==> src/rtl/hub_pkg.sv <==
// Shared definitions for the leaf hub: tag widths, broadcast ID and downstream FSM states.
package hub_pkg;

    localparam logic [1:0] DS_IDLE    = 2'd0;
    localparam logic [1:0] DS_UNICAST = 2'd1;
    localparam logic [1:0] DS_BCAST   = 2'd2;

    typedef logic [1:0] ds_state_t;

    // Tag must encode every leaf plus one spare all-ones code for broadcast.
    function automatic int unsigned leaf_id_width(input int unsigned leaf_count);
        return $clog2(leaf_count + 1);
    endfunction

    function automatic int unsigned idx_width(input int unsigned leaf_count);
        return (leaf_count > 1) ? $clog2(leaf_count) : 1;
    endfunction

    function automatic int unsigned broadcast_id(input int unsigned id_width);
        return (1 << id_width) - 1;
    endfunction

endpackage

==> src/rtl/rr_arbiter.sv <==
// Round-robin request picker: first active request at or after ptr, searched cyclically.
module rr_arbiter
    import hub_pkg::*;
#(
    parameter int unsigned  LEAF_COUNT = 2,
    localparam int unsigned IDX_WIDTH  = idx_width(LEAF_COUNT)
) (
    input  logic [LEAF_COUNT-1:0] req,
    input  logic [IDX_WIDTH-1:0]  ptr,
    output logic [LEAF_COUNT-1:0] grant,
    output logic [IDX_WIDTH-1:0]  grant_idx,
    output logic                  grant_valid
);

    logic [IDX_WIDTH-1:0] cand;

    always_comb begin
        cand        = '0;
        grant       = '0;
        grant_idx   = '0;
        grant_valid = 1'b0;
        for (int unsigned off = 0; off < LEAF_COUNT; off++) begin
            cand = IDX_WIDTH'((32'(ptr) + off) % LEAF_COUNT);
            if (!grant_valid && req[cand]) begin
                grant_valid = 1'b1;
                grant_idx   = cand;
                grant[cand] = 1'b1;
            end
        end
    end

endmodule

==> src/rtl/leaf_hub_arbiter.sv <==
// Hub link controller: round-robin merges leaf messages toward the root and routes
// root messages to one leaf or broadcasts them to all leaves.
module leaf_hub_arbiter
    import hub_pkg::*;
#(
    parameter int unsigned  LEAF_COUNT     = 2,
    parameter int unsigned  HUB_FIFO_WIDTH = 16,
    localparam int unsigned LEAF_ID_WIDTH  = leaf_id_width(LEAF_COUNT),
    localparam int unsigned MSG_WIDTH      = LEAF_ID_WIDTH + HUB_FIFO_WIDTH
) (
    input  logic                                 clk,
    input  logic                                 reset,
    input  logic [HUB_FIFO_WIDTH*LEAF_COUNT-1:0] leaf_out_data,
    input  logic [LEAF_COUNT-1:0]                leaf_out_valid,
    output logic [LEAF_COUNT-1:0]                leaf_out_ready,
    output logic [HUB_FIFO_WIDTH*LEAF_COUNT-1:0] leaf_in_data,
    output logic [LEAF_COUNT-1:0]                leaf_in_valid,
    input  logic [LEAF_COUNT-1:0]                leaf_in_ready,
    output logic [MSG_WIDTH-1:0]                 root_out_data,
    output logic                                 root_out_valid,
    input  logic                                 root_out_ready,
    input  logic [MSG_WIDTH-1:0]                 root_in_data,
    input  logic                                 root_in_valid,
    output logic                                 root_in_ready,
    output logic                                 has_flying_messages,
    output logic                                 route_error
);

    localparam int unsigned IDX_WIDTH = idx_width(LEAF_COUNT);
    localparam int unsigned BCAST_ID  = broadcast_id(LEAF_ID_WIDTH);

    // Upstream: arbiter feeding a one-entry output register

    logic [HUB_FIFO_WIDTH-1:0] leaf_payload [LEAF_COUNT];
    logic [LEAF_COUNT-1:0]     grant;
    logic [IDX_WIDTH-1:0]      grant_idx;
    logic                      grant_valid;
    logic [IDX_WIDTH-1:0]      rr_ptr;
    logic [IDX_WIDTH-1:0]      ptr_next;
    logic                      up_can_load;
    logic                      up_accept;
    logic [MSG_WIDTH-1:0]      up_data;
    logic                      up_valid;

    for (genvar g = 0; g < LEAF_COUNT; g++) begin : g_payload
        assign leaf_payload[g] = leaf_out_data[g*HUB_FIFO_WIDTH +: HUB_FIFO_WIDTH];
    end

    rr_arbiter #(
        .LEAF_COUNT (LEAF_COUNT)
    ) u_rr_arbiter (
        .req         (leaf_out_valid),
        .ptr         (rr_ptr),
        .grant       (grant),
        .grant_idx   (grant_idx),
        .grant_valid (grant_valid)
    );

    // Register can take a new word when empty or when its current word leaves this cycle.
    assign up_can_load    = !up_valid || root_out_ready;
    assign up_accept      = up_can_load && grant_valid;
    assign leaf_out_ready = up_can_load ? grant : '0;
    assign ptr_next       = (32'(grant_idx) == LEAF_COUNT - 1) ? '0 : grant_idx + 1'b1;

    always_ff @(posedge clk or negedge reset) begin
        if (!reset) begin
            up_valid <= 1'b0;
            up_data  <= '0;
            rr_ptr   <= '0;
        end else if (up_accept) begin
            up_valid <= 1'b1;
            up_data  <= {LEAF_ID_WIDTH'(grant_idx), leaf_payload[grant_idx]};
            rr_ptr   <= ptr_next;
        end else if (root_out_ready) begin
            up_valid <= 1'b0;
        end
    end

    assign root_out_data  = up_data;
    assign root_out_valid = up_valid;

    // Downstream: routing FSM

    ds_state_t                 ds_state, ds_next;
    logic [LEAF_COUNT-1:0]     dn_valid, dn_valid_next;
    logic [HUB_FIFO_WIDTH-1:0] dn_payload, dn_payload_next;
    logic [IDX_WIDTH-1:0]      dn_dest, dn_dest_next;
    logic                      err_q, err_next;
    logic [LEAF_ID_WIDTH-1:0]  in_dest;
    logic [HUB_FIFO_WIDTH-1:0] in_payload;
    logic                      dest_is_leaf;
    logic                      dest_is_bcast;
    logic [LEAF_COUNT-1:0]     dest_onehot;

    assign in_dest       = root_in_data[MSG_WIDTH-1 -: LEAF_ID_WIDTH];
    assign in_payload    = root_in_data[HUB_FIFO_WIDTH-1:0];
    assign dest_is_leaf  = 32'(in_dest) < LEAF_COUNT;
    assign dest_is_bcast = 32'(in_dest) == BCAST_ID;
    assign dest_onehot   = LEAF_COUNT'(1) << in_dest;

    // In BCAST the valid vector doubles as the mask of leaves still owed the message.
    always_comb begin
        ds_next         = ds_state;
        dn_valid_next   = dn_valid;
        dn_payload_next = dn_payload;
        dn_dest_next    = dn_dest;
        err_next        = err_q;
        case (ds_state)
            DS_IDLE: begin
                if (root_in_valid) begin
                    if (dest_is_leaf) begin
                        dn_payload_next = in_payload;
                        dn_dest_next    = IDX_WIDTH'(in_dest);
                        dn_valid_next   = dest_onehot;
                        ds_next         = DS_UNICAST;
                    end else if (dest_is_bcast) begin
                        dn_payload_next = in_payload;
                        dn_valid_next   = '1;
                        ds_next         = DS_BCAST;
                    end else begin
                        err_next = 1'b1;
                    end
                end
            end
            DS_UNICAST: begin
                if (leaf_in_ready[dn_dest]) begin
                    dn_valid_next = '0;
                    ds_next       = DS_IDLE;
                end
            end
            DS_BCAST: begin
                dn_valid_next = dn_valid & ~leaf_in_ready;
                if (dn_valid_next == '0) begin
                    ds_next = DS_IDLE;
                end
            end
            default: begin
                dn_valid_next = '0;
                ds_next       = DS_IDLE;
            end
        endcase
    end

    always_ff @(posedge clk or negedge reset) begin
        if (!reset) begin
            ds_state   <= DS_IDLE;
            dn_valid   <= '0;
            dn_payload <= '0;
            dn_dest    <= '0;
            err_q      <= 1'b0;
        end else begin
            ds_state   <= ds_next;
            dn_valid   <= dn_valid_next;
            dn_payload <= dn_payload_next;
            dn_dest    <= dn_dest_next;
            err_q      <= err_next;
        end
    end

    assign leaf_in_data  = {LEAF_COUNT{dn_payload}};
    assign leaf_in_valid = dn_valid;
    assign root_in_ready = (ds_state == DS_IDLE);
    assign route_error   = err_q;

    assign has_flying_messages = up_valid | (|dn_valid) | (|leaf_out_valid) | root_in_valid;

endmodule
==> config.mk <==
export PLATFORM = sky130hd
export DESIGN_NAME = leaf_hub_arbiter
export DESIGN_NICKNAME = d
export VERILOG_FILES = /design/src/rtl/hub_pkg.sv /design/src/rtl/rr_arbiter.sv /design/src/rtl/leaf_hub_arbiter.sv
export SDC_FILE = /design/constraint.sdc
export NUM_CORES = 1
export LEC_CHECK = 0
export ABC_AREA = 1
export BUFFER_PORTS_ARGS = -buffer_cell sky130_fd_sc_hd__buf_2
export CAP_MARGIN = 20
export CORE_ASPECT_RATIO = 0.5
export CORE_UTILIZATION = 44
export CTS_CLUSTER_DIAMETER = 120
export DETAILED_ROUTE_END_ITERATION = 8
export PLACE_DENSITY = 0.78
export SETUP_SLACK_MARGIN = 0.1
export SLEW_MARGIN = 10
export SYNTH_ARGS = -nofsm -noshare
export SYNTH_HDL_FRONTEND = slang
export SYNTH_SLANG_ARGS = --single-unit
==> constraint.sdc <==
create_clock -name clk -period 1.25 [get_ports clk]
set_input_delay 0.0625 -clock clk [delete_from_list [all_inputs] [get_ports clk]]
set_output_delay 0.0625 -clock clk [all_outputs]
set_load 0.05 [all_outputs]
# Word-level counts from Yosys, hierarchy flattened

Index checks and enable logic that the tools add are counted.

Flip-flop bits (word level): 41
Latch bits: 0
Bits in writable memories: 0
ROM bits: 0
Input port bits: 58
Output and inout bits: 58
Logic and storage cells: 87
Memories: 0

Add/subtract/negate cells: 2
Multiply operators: 0
Divide/modulo/power cells: 0
Order comparisons: 7
Eq/ne operators: 7
Shift operators: 1
Multiplexer cells: 35
Bitwise logic cells: 9
Reductions and logical operators: 18

Operators with widths:

| kind                                                                     | number |
|---|---|
| 16-bit two-way mux                                                       | 5 |
| 2-bit two-way mux                                                        | 11 |
| 1-bit two-way mux                                                        | 15 |
| 2-bit case mux with 3 select lines                                       | 2 |
| 3-bit AND reduction                                                      | 3 |
| 4-bit AND reduction                                                      | 2 |
| 1-bit by 2-bit < comparator with 1-bit output (second input constant)    | 3 |
| 2-bit inequality test (second input constant)                            | 3 |
| 2-bit == test (second input constant)                                    | 2 |
| 1-bit logical AND                                                        | 4 |
| 2-bit zero test                                                          | 2 |
| 2-bit nonzero test                                                       | 2 |
| 2-bit OR reduction                                                       | 2 |
| 3-bit by 1-bit inequality test with 1-bit output (second input constant) | 1 |
| 1-bit bitwise OR                                                         | 3 |
| 1-bit adder (second input constant)                                      | 2 |
| 2-bit AND                                                                | 1 |
| 1-bit demux with 1-bit select                                            | 2 |
| 2-bit by 1-bit == test with 1-bit output (second input constant)         | 1 |
| 1-bit >= comparator (second input constant)                              | 2 |
| 2-bit >= comparator (second input constant)                              | 1 |
| 1-bit zero test                                                          | 2 |
| 2-bit < comparator (second input constant)                               | 1 |
| 1-bit NOT                                                                | 2 |
| other kinds (5)                                                          | 5 |

# Longest topological paths before layout

Gate-level depths: netlist of the first run.

Depth after elaboration: 10
Gate-level depth with buffers: 7
Gate-level depth less buffers: 7

# By module

Synthesis of the first run repeated with hierarchy kept, for this count alone.

Cell total of the unflattened synthesis: 264
Area total of the unflattened synthesis: 2060.7 µm²

Modules (own cells, without submodules):

| module           | instances | cells each | area each (µm²) | sequential area each (µm²) |
|---|---|---|---|---|
| leaf_hub_arbiter | 1         | 250        | 2005.7          | 1026.0 |
| rr_arbiter       | 1         | 14         | 55.1            | 0.0 |

# Worst setup path before layout of the first run

Ideal clock, no wire load.

Path type: flip-flop to output port
From: reg up_valid (netlist: root_out_valid)
To: out leaf_out_ready[0]
Arrival: 1.481 ns
Required time: 1.188 ns
Slack: -0.294 ns
Cell stages (with the launch flop): 7
Buffers on the path: 1
Path through: dfrtp_1 inv_1 nor2_4 nor2_8 buf_4 nand2_1 inv_1

Longest elaborated chain between the ends: 3

Ends and longest elaborated chain:

| what                   | line                   | source |
|---|---|---|
| from (decl)            | leaf_hub_arbiter.sv:43 | `logic up_valid;` |
| from (signal assigned) | leaf_hub_arbiter.sv:67 | `up_valid <= 1'b0;` |
| from (signal assigned) | leaf_hub_arbiter.sv:71 | `up_valid <= 1'b1;` |
| from (signal assigned) | leaf_hub_arbiter.sv:75 | `up_valid <= 1'b0;` |
| 1-bit zero test        | leaf_hub_arbiter.sv:60 | `assign up_can_load = !up_valid \|\| root_out_ready;` |
| 1-bit logical OR       | leaf_hub_arbiter.sv:60 |  |
| 2-bit two-way mux      | leaf_hub_arbiter.sv:62 | `assign leaf_out_ready = up_can_load ? grant : '0;` |
| to (decl)              | leaf_hub_arbiter.sv:15 | `output logic [LEAF_COUNT-1:0] leaf_out_ready,` |

Every way passes these cells.

# Worst setup path after layout of the first run

Ends and elaborated chain as after synthesis.

==> impl_results.md, run 1 <==
- Cells after DPL: 387
- Final worst slack: -0.0779 ns
- TritonCTS Sinks: 41
- Number of antenna-violating nets in the routed design: 0
- Peak supply drop: 1.38 mV
- HPWL after DPL: about 3500 µm
- Antenna violations before repair: 0
- Worst-path cell chain: inv_2, nor2_4, nor2_8, nand2_4, clkinvlp_4, buf_6
- Max Cap Viol: 0
- Final-report max-slew violation count: 0
- CTS tree: yes
- Area delta synth->final: 53.1%
- Gr ovfl total: 0
- Die width: between 90 and 100 µm
- Synth Instances: 235
- Final wirelength: 5580 µm
- Clock root cell: clkbuf_8
- Core Box Area: 0.00412 mm²
- Vias in the first global route: approximately 1900
- Failing checks: setup timing
- Die Y: between 40 and 50 µm
- CTS Buffer Depth: 2
- Pin count of the biggest net entering global routing: 25
- Tmin final: between 1 and 1.5 ns
- Final non-filler cell total: 421
- Critical path required time: 1.19 ns
- Final period util: 106%
- FP Rows: 16
- Via/cell ratio: 4.88
- Via Count: 2055
- Fin Hold WS: 0.000497 ns
- Peak Freq: ~750 MHz
- Post-synthesis area per instance: between 8 and 9 µm²
- Leakage power: 1.67 nW
- First-pass GRT wire length: just under 9000 µm
- Post-Place Setup Slack: 0.0726 ns
- Post-synth cell types: 20
- Sequential element share of the synthesized area: 51.2%
- H-tree lvl count: 2
- CP startpoint kind: flop
- Post-route DRC: 0
- DIE AREA: 0.00484 mm²
- Crit path largest cell delay: 0.38 ns
- Final Hold Viols: 0
- Final-report setup violation count: 11
- Clock slew at reported path FFs: 0.08 ns
- Ys Warns: 0
- PD cells: 2490 mW/mm²
- First-pass DRT Iterations: 4
- All-Layer GR Usage: a little under a quarter
- Status: finished with violations
- Syn nets: 293
- Crit-path slowest cell: dfrtp_2
- IO Port Bufs: 114
- Nets: 424
- First DRT Iteration DRCs: 55
- Worst Path Max Fanout: 3
- Diode count: 0
- Routability Congestion: approximately 0.8
- Clk_skew: 0.00593 ns
- R2R setup slack: -0.07 ns
- Flops & latches, synth: 41
- Hold crit path type: in -> reg
- Critical path arrival: 1.27 ns
- Layout cells sized above 1: 50.1%
- DR WL/cell: 13.3 µm
- Initial core utilization: around 49%
- Later-pin clock latency in the skew report: roughly 0.29 ns
- Ports: 116
- Synthesized cell area: 0.00200 mm²
- Crit Path Class: reg -> out
- CTS Buf Count: 5
- Final setup TNS: -0.449 ns
- Nature of the critical path endpoint: output port
- Unrepaired setup endpoints after global routing: yes
## path summary, 6_finish.rpt
path                                              startpoint                           end  depth (start not counted)
worst min register to register  root_out_data[2]$_DFFE_PN0P_  root_out_data[2]$_DFFE_PN0P_                          2
worst max-delay path              root_out_valid$_DFFE_PN0P_             leaf_out_ready[0]                          6
worst max register to register    root_out_valid$_DFFE_PN0P_  root_out_data[5]$_DFFE_PN0P_                          7
max in group asynchronous                              reset     dn_payload[9]$_DFFE_PN0P_                          3
min in group asynchronous                              reset  root_out_data[0]$_DFFE_PN0P_                          2
worst min-delay path                       leaf_out_data[16]  root_out_data[0]$_DFFE_PN0P_                          3
## where the power goes
part	switching [mW]	internal (mW)	leakage, nW
combinational	3.41	1.20	1.12
sequential	0.329	1.76	0.495
clock	0.448	0.499	0.0542
## metrics by stage
stage | power [mW] | area, µm² | utilization, %
after CTS | 7.29 | 2920 | 70.9
after global routing | 8.01 | 3070 | 74.3
after global placement | 6.07 | 2580 | 62.6
after floorplan | 5.54 | 2070 | -
final | 7.64 | 3070 | 74.3
after detailed placement | 6.14 | 2580 | 62.6
## timing repair
item | CTS | global route
hold endpoints to repair | 31 | 0
buffers inserted | 5 | 3
hold buffers | 15 | 0
gates resized for setup | 13 | 27
gates cloned | 1 | 2
endpoints found under the setup margin | 31 | 43
pin swaps | 7 | 9
## registers in the layout (all words and copies together), names as in the netlist
signal,count
root_out_data,17
rr_ptr,1
ds_state,2
dn_payload,16
route_error,1
root_out_valid,1
dn_dest,1
leaf_in_valid,2
## area by class of cell
type                       count  area [µm²]
tap                           54        67.6
timing repair buffer         145         910
clock inverter                 1        5.00
multi-input combinational    147         848
fill                         296        1060
sequential                    41        1030
inverter                      26         109
clock buffer                   7        96.3
## Yosys cell counts
master	instances	area (µm²)
nor2_8	1	20.0
buf_6	3	33.8
nand3_1	35	175
nand4_1	1	6.26
o21ai_4	1	16.3
inv_1	25	93.8
o21ai_1	6	30.0
conb_1	1	3.75
buf_4	18	135
nor2_4	3	33.8
buf_2	3	15.0
o21ai_0	15	75.1
dfrtp_1	41	1030
inv_4	1	6.26
nor2_2	1	6.26
o21bai_1	2	15.0
nor2_1	5	18.8
nand2_1	71	267
nand3_4	1	17.5
nand3b_1	1	7.51
## worst max-delay path, delay by kind of cell, from the launching register on
| kind | cells | cell delay [ns] |
|---|---|---|
| DFF | 1 | 0.38 |
| buffers and inverters | 3 | 0.27 |
| and+or+nand+nor | 3 | 0.32 |
## routing by layer
metal / routed length (µm) / vias to the layer above / track usage, %
met5: 0 / - / 0
met3: 279 / 12 / 5.82
met2: 2950 / 82 / 43.9
met1: 2250 / 961 / 26.1
li1: - / 1000 / -
met4: 101 / 0 / 5.88
## cells in the final DEF, fill, tap and decap left out, types with 4 or more instances in the layout
master / n
buf_2: 110
nand2_1: 51
dfrtp_1: 38
nand3_1: 32
inv_1: 23
nand2_2: 17
dlygate4sd3_1: 15
o21ai_1: 14
buf_4: 10
clkbuf_8: 7
buf_6: 7
o21ai_2: 5
nand3_4: 4
## cell families (layout without fill, tap and decap cells)
group,after synthesis,after routing,share of synthesized area (%)
compound gates,24,24,6.81
simple gates,119,122,27.6
other cells,1,1,0.187
buf+inv,50,179,14.2
flops,41,41,51.2
Power figures use the tool's default switching activity.
==> inputs of run 2 (changes only) <==
- ABC_AREA: 1 -> not set
- CORE_MARGIN: not set -> 5
- CORE_UTILIZATION: 44 -> 43
- PLACE_DENSITY: 0.78 -> 0.77
==> run 2 against run 1 <==
  * The run ends with hold timing, setup timing left
  * Setup slack improved by 0.011 ns
  * Hold slack got worse by 0.0025 ns
  * Non-clock buffer count increased by 18
  * Clock power increased by 37%
  * Sequential power increased by 2%
  * Global-route usage decreased by 5.2 points
  * Maximum frequency increased by 0.82%
  * Area after synthesis decreased by 0.75%
  * Final area increased by 4.7%
  * Routed wire length increased by 5.6%
==> impl_results.md, run 2 <==
- Status: finished with violations
- Failing checks: hold timing, setup timing
- Async S/R FF share, synth: 100%
- Routability Congestion: 0.831
- Via Count: 1828
- HPWL after DPL: 3820 µm
- Synthesized cell area: between 0.0015 and 0.002 mm²
- Die width: approximately 110 µm
- Post-synth EDFFs: 0
- Switching pwr: 4.22 mW
- Top cell type's share of synthesized area: 51.6%
- Logic pwr share: roughly three fifths
- Leakage power: 1.57 nW
- Antenna violations before repair: 0
- Final wirelength: 5890 µm
- Core Box Area: 0.00442 mm²
- Diode count: 0
- Via/cell ratio: 5.11
- Synth area leader: dfrtp_1
- Later-pin clock latency in the skew report: 0.30 ns
- Most frequent cells in the layout: 110 x buf_2, 37 x dfrtp_1, 31 x dlygate4sd3_1
- Clock root cell: clkbuf_8
- DIE AREA: about 0.0062 mm²
- Tmin final: 1.32 ns
- First DRT Iteration DRCs: 64
- Largest register FFs: 17
- First-pass DRT Iterations: 4
- H-tree lvl count: 2
- IO Port Bufs: 114
- Clk_skew: 0.00626 ns
- Pin count of the biggest net entering global routing: 20
- CP startpoint kind: flop
- CTS Buffer Depth: 2
- First-pass GRT wire length: slightly below 9000 µm
- Final period util: 105%
- CTS Buf Count: 5
- Vias in the first global route: 1880
- Initial core utilization: 44.9%
- Commonest cells in the netlist: 41 x dfrtp_1, 17 x buf_4, 17 x mux2_2
- Sequential share of power: about a quarter
- DR WL/cell: 16.5 µm
- Final Hold Viols: 1
- Fin Hold WS: -0.00198 ns
- Ports: 116
- Sw Share: 50.9%
- Worst path top cell family by delay: flip-flops
- Crit path largest cell delay: 0.45 ns
- Worst Path Max Fanout: 3
- Nature of the critical path endpoint: output port
- Unrepaired setup endpoints after global routing: yes
- Nets: between 300 and 400
- Post-synthesis area per instance: 12.7 µm²
- Sequential element share of the synthesized area: about half
- Area delta synth->final: 61.5%
- Critical path required time: 1.19 ns
- Number of antenna-violating nets in the routed design: 0
- Final worst slack: -0.0671 ns
- Tot Pwr: between 8 and 9 mW
- Final-report max-slew violation count: 0
- CTS tree: yes
- Post-route DRC: 0
- Int Power: 4.07 mW
- Clock network fraction of total power: ~16%
- CP Buf/Inv Count: 1
- Crit-path slowest cell: dfrtp_2
- Layout cells sized above 1: 58.8%
- All-Layer GR Usage: 17.8%
- Most common cell after layout, fill and taps aside: buf_2
- PD cells: 2580 mW/mm²
- Flops & latches, synth: 41
- Syn nets: 215
- Ys Warns: 0
- Synth Instances: between 150 and 200
- Worst-path cell chain: nor4_4, nand2_2, buf_6
- Gr ovfl total: 0
- Top FF cell, synth: dfrtp_1
- Post-synth cell types: 38
- Clock slew at reported path FFs: roughly 0.09 ns
- Util after Layout: 72.5%
- Final-report setup violation count: 20
- Top-count cell post-synth: dfrtp_1
- Crit Path Class: reg -> out
- FP Rows: 17
- TritonCTS Sinks: 41
- # fillers: 291
- Max Cap Viol: 0
- Critical path arrival: 1.25 ns
- Hold crit path type: in -> reg
- Cells taking the most area after synthesis: dfrtp_1 52%, mux2_2 9.6%, a221o_1 8.1%
- Peak supply drop: 1.28 mV
- Peak Freq: 759 MHz
- Die Y: 58.1 µm
-- run 2: cell types whose count changed in the layout (fill, tap and decap cells not counted), moves of 12 or more --
cell,delta
inv_1,-21
nand3_1,-31
nand2_2,-16
nand2_1,-46
dlygate4sd3_1,+16
o21ai_1,-14
mux2_2,+15
a221o_1,+16
a21boi_0,+12
-- run 2: metrics by stage --
step	std cells	setup TNS, ns	hold WS [ns]	area, µm²	setup slack (ns)
2_1_floorplan	157	-8.57	-0.233	2030	-0.346
3_3_place_gp	307	0	-0.0119	2500	0.0473
3_5_place_dp	307	-0.0438	-0.00531	2500	-0.0438
4_1_cts	350	-0.892	0.000167	3060	-0.0846
5_1_grt	358	-2.07	-0.00661	3210	-0.137
6_report	358	-0.953	-0.00198	3210	-0.0671
-- run 2: cells by family after synthesis --
kind of cell,Yosys count,share of synthesized area (%)
compound gates,41,17.6
flops,41,51.6
buf+inv,31,11.5
other cells,1,0.189
mux,20,11.2
simple gates,23,7.87
-- run 2: final cells by class --
type	count	area, µm²	share of cell area, %
clock buffers	5	68.8	2.15
well taps	57	71.3	2.22
repair buffers	163	1130	35.2
inverters	3	11.3	0.351
flip-flops and latches	41	1030	32.1
clock inverters	3	68.8	2.15
multi-input cells	86	828	25.8
-- run 2: power groups by stage --
| stage | sequential [mW] | clock [mW] | combinational, mW |
|---|---|---|---|
| global route | 2.19 | 1.38 | 5.04 |
| floorplan | 3.48 | 0 | 2.32 |
| global placement | 2.09 | 0 | 4.28 |
| CTS | 2.10 | 1.32 | 4.61 |
| finish | 2.13 | 1.30 | 4.86 |
| detailed placement | 2.12 | 0 | 4.32 |
-- run 2: path summary, 6_finish.rpt --
kind	start	end	slack, ns	cells past startpoint
setup reg to reg	root_out_valid$_DFFE_PN0P_	root_out_data[10]$_DFFE_PN0P_	-0.06	4
setup / recovery	leaf_in_valid[1]$_DFFE_PN0P_	has_flying_messages	-0.07	3
min in group asynchronous	reset	root_out_data[6]$_DFFE_PN0P_	0.20	2
hold / removal	root_in_data[7]	dn_payload[7]$_DFFE_PN0P_	-0.002	2
max in group asynchronous	reset	ds_state[1]$_DFFE_PN0P_	0.57	3
hold reg to reg	route_error$_DFFE_PN0P_	route_error$_DFFE_PN0P_	0.50	1
-- run 2: timing repair --
| action | in CTS | in global routing |
|---|---|---|
| endpoints found under the setup margin | 38 | 41 |
| setup buffers | 6 | 5 |
| resized for setup | 24 | 15 |
| hold endpoints to repair | 52 | 3 |
| hold buffers | 28 | 3 |
| gates cloned | 1 | 1 |
| pin swaps | 5 | 6 |
-- run 2: routing by layer --
layer / global-route usage (%) / routed length, µm / vias to the layer above
li1: - / - / 850
met1: 19.2 / 2210 / 906
met2: 35.3 / 3320 / 65
met3: 4.00 / 293 / 7
met4: 5.72 / 61 / 0
met5: 0 / 0 / -
==> inputs of run 3 (changes only) <==
--- a/config.mk
+++ b/config.mk
@@ -6,12 +6,13 @@
 export NUM_CORES = 1
 export LEC_CHECK = 0
+export ABC_AREA = 1
 export BUFFER_PORTS_ARGS = -buffer_cell sky130_fd_sc_hd__buf_2
 export CAP_MARGIN = 20
 export CORE_ASPECT_RATIO = 0.5
 export CORE_MARGIN = 5
-export CORE_UTILIZATION = 43
+export CORE_UTILIZATION = 44
 export CTS_CLUSTER_DIAMETER = 120
 export DETAILED_ROUTE_END_ITERATION = 8
-export PLACE_DENSITY = 0.77
+export PLACE_DENSITY = 0.78
 export SETUP_SLACK_MARGIN = 0.1
 export SLEW_MARGIN = 10
==> constraint.sdc (replaced) <==
create_clock -name clk -period 1.25 [get_ports clk]
set_input_delay 0.125 -clock clk [delete_from_list [all_inputs] [get_ports clk]]
set_output_delay 0.125 -clock clk [all_outputs]
set_load 0.05 [all_outputs]
==> run 3 against run 2 <==
  * The flow finishes with violations (setup timing)
  * Clock skew rose by 0.0023 ns
  * Sequential cell count did not move
  * Highest routed layer unchanged
  * Final area increased by 0.55%
  * Critical path depth increased by 2
==> impl_results.md, run 3 (same netlist as run 1, synthesis figures left out) <==
- GRT met2 Usage: around two fifths
- Tmin final: roughly 1.4 ns
- Setup crit end: leaf_out_ready[1]
- Clock network fraction of total power: 11.8%
- Diode count: 0
- Area delta synth->final: 61.1%
- Worst Path Max Fanout: 3
- Launch point of the worst path: root_out_valid$_DFFE_PN0P_
- Layout cells sized above 1: 60.4%
- Worst reg2reg path depth: 8
- Peak supply drop: 1.31 mV
- CTS Buffer Depth: 2
- Pin count of the biggest net entering global routing: 42
- CTS Buf Count: 5
- Final worst slack: -0.175 ns
- Max Cap Viol: 0
- Nets: 413
- All-Layer GR Usage: 21.0%
- Vias in the first global route: 2198
- Tot Pwr: 7.92 mW
- # fillers: 291
- Final non-filler cell total: 413
- Switching pwr: 4.41 mW
- DIE AREA: 0.00608 mm²
- IO Port Bufs: 114
- Critical path arrival: 1.30 ns
- Worst path top cell family by delay: flip-flops
- Int Power: 3.51 mW
- Status: finished with violations
- Via Count: 2085
- Most Crowded Layer GR: met2
- CTS tree: yes
- Critical path required time: 1.12 ns
- Worst-path cell chain: inv_2, nor2_4, buf_12, nor2_4, buf_8
- Crit path top cell by count: nor2_4
- Final setup TNS: -0.794 ns
- Post-route DRC: 0
- Antenna violations before repair: 0
- Later-pin clock latency in the skew report: 0.30 ns
- Final-report max-slew violation count: 0
- Final period util: 114%
- Final Hold Viols: 0
- Gr ovfl total: 0
- PD cells: 2460 mW/mm²
- Crit-path slowest cell: dfrtp_2
- RR Startpoint: root_out_valid$_DFFE_PN0P_
- Logic pwr share: about 60%
- H-tree lvl count: 2
- DR WL/cell: roughly 16 µm
- TritonCTS Sinks: 41
- Routability Congestion: 0.820
- Worst hold stages: 3
- Crit Path Class: reg -> out
- Sw Share: 55.7%
- First-pass DRT Iterations: 4
- Die Y: 57.7 µm
- CP startpoint kind: flop
- Peak Freq: ~700 MHz
- Post-Place Setup Slack: -0.00748 ns
- Reg-to-Reg End: root_out_data[6]$_DFFE_PN0P_
- Design Area, Final: around 0.0032 mm²
- CP Buf/Inv Count: 3
- Initial core utilization: between 40 and 50%
- Sequential share of power: 26.4%
- First DRT Iteration DRCs: 65
- Cells after DPL: 388
- Clock slew at reported path FFs: approximately 0.090 ns
- Fin Hold WS: 0.0298 ns
- Hold crit path type: in -> reg
- Die width: between 100 and 150 µm
- Most frequent cells in the layout: 108 x buf_2, 41 x nand2_1, 38 x dfrtp_1
- Crit path largest cell delay: 0.42 ns
- Util after Layout: 73.3%
- Failing checks: setup timing
- Core Box Area: approximately 0.0044 mm²
- Final-report setup violation count: 15
- Clock root cell: clkbuf_8
- Unrepaired setup endpoints after global routing: yes
- First-pass GRT wire length: about 10000 µm
- HPWL after DPL: 3920 µm
- Number of antenna-violating nets in the routed design: 0
- Largest register FFs: 17
- Final wirelength: between 6000 and 7000 µm
- Placed Area: ~0.0026 mm²
- Met3 Use GR: 4.56%
- R2R setup slack: -0.07 ns
- Ports: 116
- Nature of the critical path endpoint: output port
- Worst path depth: 5
- Most common cell after layout, fill and taps aside: buf_2
- Via/cell ratio: 5.05
- Met1 GRT Util: 23.6%
- FP Rows: 17
- Leakage power: 1.81 nW
- Clk_skew: about 0.0085 ns
==> run 3: tightest hold or removal path, cell delays in order <==
cell and delay (ns):
buf_2 0.10, nand2_4 0.04, nand3_2 0.04
==> run 3: layer usage <==
layer,vias up,wire length (µm)
li1,976,-
met1,1014,2540
met2,76,3590
met3,19,343
met4,0,183
met5,-,0
==> run 3: final cells by class <==
type | count | area (µm²) | area share, %
Multi-Input combinational cell | 147 | 1030 | 32.0
Sequential cell | 41 | 1030 | 31.9
Timing Repair Buffer | 134 | 886 | 27.5
Inverter | 26 | 109 | 3.37
Clock buffer | 6 | 82.6 | 2.56
Tap cell | 57 | 71.3 | 2.21
Clock inverter | 2 | 13.8 | 0.427
==> run 3: repair_timing <==
item | in CTS | in global routing
hold buffers | 1 | 0
pin swaps | 20 | 18
endpoints found under the setup margin | 37 | 44
hold endpoints to repair | 41 | 0
setup buffers | 10 | 2
resized for setup | 38 | 57
gates cloned | 4 | 1
==> run 3: worst min path at each step <==
| stage | from | end | slack [ns] |
|---|---|---|---|
| floorplan | reset | dn_dest$_DFFE_PN0P_ | -0.17 |
| global placement | reset | root_out_data[6]$_DFFE_PN0P_ | 0.11 |
| detailed placement | reset | root_out_data[6]$_DFFE_PN0P_ | 0.13 |
| CTS | leaf_out_data[26] | root_out_data[10]$_DFFE_PN0P_ | 0.04 |
| global route | leaf_out_data[18] | root_out_data[2]$_DFFE_PN0P_ | 0.03 |
| finish | leaf_out_data[18] | root_out_data[2]$_DFFE_PN0P_ | 0.03 |
==> run 3: power by group through the flow <==
stage	Combinational [mW]	Clock, mW	Sequential, mW
after floorplan	2.15	0	3.39
after global placement	4.03	0	2.06
after detailed placement	4.09	0	2.07
after CTS	4.59	0.941	2.06
after global routing	5.12	1.03	2.16
final	4.89	0.936	2.09
